==> src/rtl/arbitro_mux_rr4.sv <==
// Round-robin arbiter for a shared 4:1 mux: registered one-hot grant/select and registered data with valid.
// Optional forced rotation after MAX_HOLD grant cycles when built with ARB_MUX_TIMEOUT_EN.
module arbitro_mux_rr4 #(
  parameter int ancho    = 4,
  parameter int MAX_HOLD = 8
) (
  input  logic             clk,
  input  logic             rst,
  input  logic [3:0]       req,
  input  logic [ancho-1:0] D0,
  input  logic [ancho-1:0] D1,
  input  logic [ancho-1:0] D2,
  input  logic [ancho-1:0] D3,
  output logic [3:0]       gnt,
  output logic [1:0]       sel,
  output logic [ancho-1:0] Y,
  output logic             vld
);

  localparam int HW = (MAX_HOLD < 1) ? 1 : $clog2(MAX_HOLD + 1);

  typedef enum logic {IDLE, GRANT} state_t;

  state_t           state_q, state_d;
  logic [3:0]       gnt_q, gnt_d;
  logic [1:0]       sel_q, sel_d;
  logic [1:0]       ptr_q, ptr_d;
  logic [HW-1:0]    hold_q, hold_d;
  logic [ancho-1:0] y_q, y_d;
  logic             vld_q, vld_d;
  logic [ancho-1:0] mux_dat;

  logic [3:0] others;
  logic       release_c;
  logic       force_rot;
  logic [2:0] pick_r;

  // Returns {found, index} of the first set bit at or after p+1, wrapping 3 -> 0.
  function automatic logic [2:0] pick(input logic [3:0] r, input logic [1:0] p);
    logic [1:0] idx;
    pick = 3'b000;
    for (int k = 1; k <= 4; k++) begin
      idx = p + 2'(k);
      if (!pick[2] && r[idx]) pick = {1'b1, idx};
    end
  endfunction

  always_comb begin
    others    = req & ~(4'b0001 << sel_q);
    release_c = ~req[sel_q];
`ifdef ARB_MUX_TIMEOUT_EN
    force_rot = (hold_q == HW'(MAX_HOLD)) && (|others);
`else
    force_rot = 1'b0;
`endif
  end

  always_comb begin
    state_d = state_q;
    gnt_d   = gnt_q;
    sel_d   = sel_q;
    ptr_d   = ptr_q;
    hold_d  = hold_q;
    pick_r  = 3'b000;
    case (state_q)
      IDLE: begin
        pick_r = pick(req, ptr_q);
        gnt_d  = 4'b0000;
        if (pick_r[2]) begin
          state_d = GRANT;
          gnt_d   = 4'b0001 << pick_r[1:0];
          sel_d   = pick_r[1:0];
          ptr_d   = pick_r[1:0];
          hold_d  = HW'(1);
        end
      end
      GRANT: begin
        if (release_c || force_rot) begin
          // Holder is excluded so a forced rotation cannot re-grant it.
          pick_r = pick(others, ptr_q);
          if (pick_r[2]) begin
            gnt_d  = 4'b0001 << pick_r[1:0];
            sel_d  = pick_r[1:0];
            ptr_d  = pick_r[1:0];
            hold_d = HW'(1);
          end else begin
            state_d = IDLE;
            gnt_d   = 4'b0000;
          end
        end else if (hold_q != HW'(MAX_HOLD)) begin
          hold_d = hold_q + HW'(1);
        end
      end
      default: begin
        state_d = IDLE;
        gnt_d   = 4'b0000;
      end
    endcase
  end

  always_comb begin
    case (sel_q)
      2'd0:    mux_dat = D0;
      2'd1:    mux_dat = D1;
      2'd2:    mux_dat = D2;
      default: mux_dat = D3;
    endcase
    vld_d = (state_q == GRANT);
    y_d   = (state_q == GRANT) ? mux_dat : y_q;
  end

  always_ff @(posedge clk) begin
    if (rst) begin
      state_q <= IDLE;
      gnt_q   <= 4'b0000;
      sel_q   <= 2'b00;
      ptr_q   <= 2'd3;
      hold_q  <= '0;
      y_q     <= '0;
      vld_q   <= 1'b0;
    end else begin
      state_q <= state_d;
      gnt_q   <= gnt_d;
      sel_q   <= sel_d;
      ptr_q   <= ptr_d;
      hold_q  <= hold_d;
      y_q     <= y_d;
      vld_q   <= vld_d;
    end
  end

  assign gnt = gnt_q;
  assign sel = sel_q;
  assign Y   = y_q;
  assign vld = vld_q;

endmodule

==> config.mk <==
export PLATFORM = sky130hd
export DESIGN_NAME = arbitro_mux_rr4
export DESIGN_NICKNAME = d
export VERILOG_FILES = /design/src/rtl/arbitro_mux_rr4.sv
export SDC_FILE = /design/constraint.sdc
export NUM_CORES = 1
export LEC_CHECK = 0
export BUFFER_PORTS_ARGS = -buffer_cell sky130_fd_sc_hd__buf_2
export CORE_MARGIN = 2
export CORE_UTILIZATION = 35
export CTS_CLUSTER_SIZE = 12
export DETAILED_ROUTE_END_ITERATION = 16
export HOLD_SLACK_MARGIN = 0.05
export PLACE_DENSITY = 0.67
export SLEW_MARGIN = 20
export SYNTH_ARGS = -nofsm -noshare
export SYNTH_HDL_FRONTEND = slang
export SYNTH_SLANG_ARGS = --single-unit
==> constraint.sdc <==
create_clock -name clk -period 3.87 [get_ports clk]
set_input_delay 0.387 -clock clk [delete_from_list [all_inputs] [get_ports clk]]
set_output_delay 0.387 -clock clk [all_outputs]
set_load 0.01 [all_outputs]
==> metrics.csv <==
stage,metric,value,unit
yosys,ys_types,52,
route,totalWireLength,2750,um
die,die_area,3760,um2
yosys,ys_seq_area_share,24.4,%
yosys,synth_ff_type,dfxtp_1,
setup_path,crit_arrival,2530,ps
route,vias,1057,
yosys,synthTopCellsByArea,"dfxtp_1 (24%), mux4_1 (9.1%), mux2i_1 (6.1%), buf_6 (4.9%), nor2_1 (4.6%)",
yosys,synth-adder-area-share,0,%
setup_path,critPathLaunchType,register,
pwr,p_per_area,392,nW/um2
route,via_per_inst,5.62,
finish,nFillCells,311,
yosys,synthMuxAreaShare,18.5,%
yosys,syn_nets,141,
clocking,post_cts_resized,0,
clocking,cts_hold_buf,0,
clocking,cts_setup_buffers,0,
die,fp-row-count,20,
route,drc_errors,0,
die,chipWidth,61.3,um
global_route,grt_pass1_vias,990,
die,start_util,37.4,%
finish,n_antenna_cell,0,
finish,post-route-util,41.5,%
timing,tightest_slew,694,ps
global_route,antenna_found_initial,0,
timing,hold_viol,0,
clocking,h-tree-depth,1,
clocking,cts-buffers-inserted,3,
finish,nets,168,
clocking,cts_root_buf,clkbuf_4,
timing,tns,0,ps
finish,fin_area,1280,um2
clocking,clock-sinks,14,
die,die_y,61.3,um
yosys,netlist.area_leader.share,24.4,%
timing,rsz0062_at_grt,no,
timing,finalCritPeriodShare,59.8,%
pwr,peakVddDrop,0.000147,V
clocking,insertion_delay,280,ps
die,pin_count,33,
finish,drive_above_1_share,34.7,%
hold_path,min_path_type,input pin to register,
setup_path,crit_path_max_fanout,13,
timing,relSlewSlack,53.6,%
place,hpwl,2150,um
pwr,leakagePower,0.000543,uW
yosys,synth_edf_count,0,
yosys,synth_compound_area_share,22.7,%
yosys,synth-xor-area-share,2.18,%
run_status,status,"complete, no violations",
clocking,clk_pin_slew,80,ps
yosys,syn-instance-count,119,
pwr,total_power,500,uW
clocking,cts_tree,yes,
place,place_congestion,0.888,
place,portBuffers,32,
setup_path,cp.required,4080,ps
finish,area_delta_synth_final,11.0,%
die,core_area,3080,um2
global_route,grt_pass1_wl,4460,um
timing,fmax,432,MHz
route,drt_iter0_markers,34,
yosys,syn_area,1150,um2
timing,slew_violations,0,
finish,final_common_cell,buf_2,
yosys,synth_top_family_by_area,compound AO/OA/AOI/OAI gates,
route,antenna_left,0,
yosys,synth_warnings,0,
global_route,track_usage,16.0,%
job,maxCapViolCount,0,
yosys,synth-simple-area-share,20.6,%
finish,mostFrequentLayoutCells,"buf_2 (32), dfxtp_1 (14), nor2_1 (14)",
global_route,grt_max_degree,15,
setup_path,worstSetupEndpointType,register,
place,placed_area,1250,um2
yosys,avgSynthCellArea,9.66,um2
yosys,ys_ff_latch,14,
yosys,async_flop_share,0,%
yosys,yosysTopAreaCell,dfxtp_1,
timing,finalSetupViolCount,0,
timing,min_period,2310,ps
timing,skew,3.46,ps
clocking,cts_buffer_depth,2,
global_route,grt_overflow,0,
route,drtPass1Iterations,4,
setup_path,path_class,register to register,
route,wire_per_inst,14.6,um
## metrics by stage
stage	instances	setup slack, ps	hold slack, ps
floorplan	119	1930	459
detailed placement	185	1550	458
finish	188	1560	447
global route	188	1430	446
CTS	188	1550	441
global placement	185	1650	458
## cells by family (layout without fill, tap and decap cells)
kind of cell              count (synthesis)  count (layout)
xor gates and xnor gates                  2               2
AOI/OAI and AO/OA                        31              31
DFF                                      14              14
and+or+nand+nor                          43              43
buffers and inverters                    16              41
muxes                                    13              13
## synth_stat cells (2+ instances only)
cell	instances
nor2b_1	2
mux4_1	4
nor2_1	14
a221oi_1	3
buf_4	2
inv_1	6
nand2_1	6
a21oi_2	3
dfxtp_1	14
o32ai_1	3
or3_1	2
a21oi_1	3
nor3_1	5
buf_6	5
nand3b_1	2
nand3_1	2
mux2i_1	7
nor4_1	2
## per-layer routing
layer / vias up / track usage (%) / share of wire [%]
li1: 506 / - / -
met1: 503 / 19.1 / 40
met2: 44 / 29.3 / 53
met3: 4 / 3.15 / 6.4
met4: 0 / 3.42 / 1.1
met5: - / 0 / 0
## power by group
part           internal, uW  switching (uW)  total [uW]
clock                  36.1            46.2        82.3
combinational           102             118         220
sequential              163            34.7         198
total                   301             199         500
## state kept, by name, summed over array words and instances, names as in the netlist
register and count:
ptr_q 2, state_q 1, Y 4, vld 1, gnt 4, sel 2
## worst max-delay path, stage by stage (launching register included)
cell and delay, ps:
dfxtp_1 730, xnor2_1 250, a21oi_2 250, o32ai_1 120
a211o_2 390, or3_1 350, a31oi_1 150
## final cells by class
cell class	count	area, um2	area share, %
inverter	6	22.5	1.76
clock buffer	3	22.5	1.76
timing repair buffer	32	160	12.5
tap	44	55.1	4.31
multi-input combinational	89	736	57.6
sequential	14	280	22.0
## final timing paths
check / endpoint / cells after the start / slack [ps] / startpoint
max: gnt[1]$_SDFFE_PP0P_ / 6 / 1560 / sel[0]$_SDFFE_PP0P_
min: Y[3]$_SDFFE_PP0P_ / 2 / 450 / rst
max reg2reg: gnt[1]$_SDFFE_PP0P_ / 6 / 1560 / sel[0]$_SDFFE_PP0P_
min reg2reg: gnt[2]$_SDFFE_PP0P_ / 2 / 470 / gnt[2]$_SDFFE_PP0P_
Note: power is estimated with default switching activity, not from simulation.
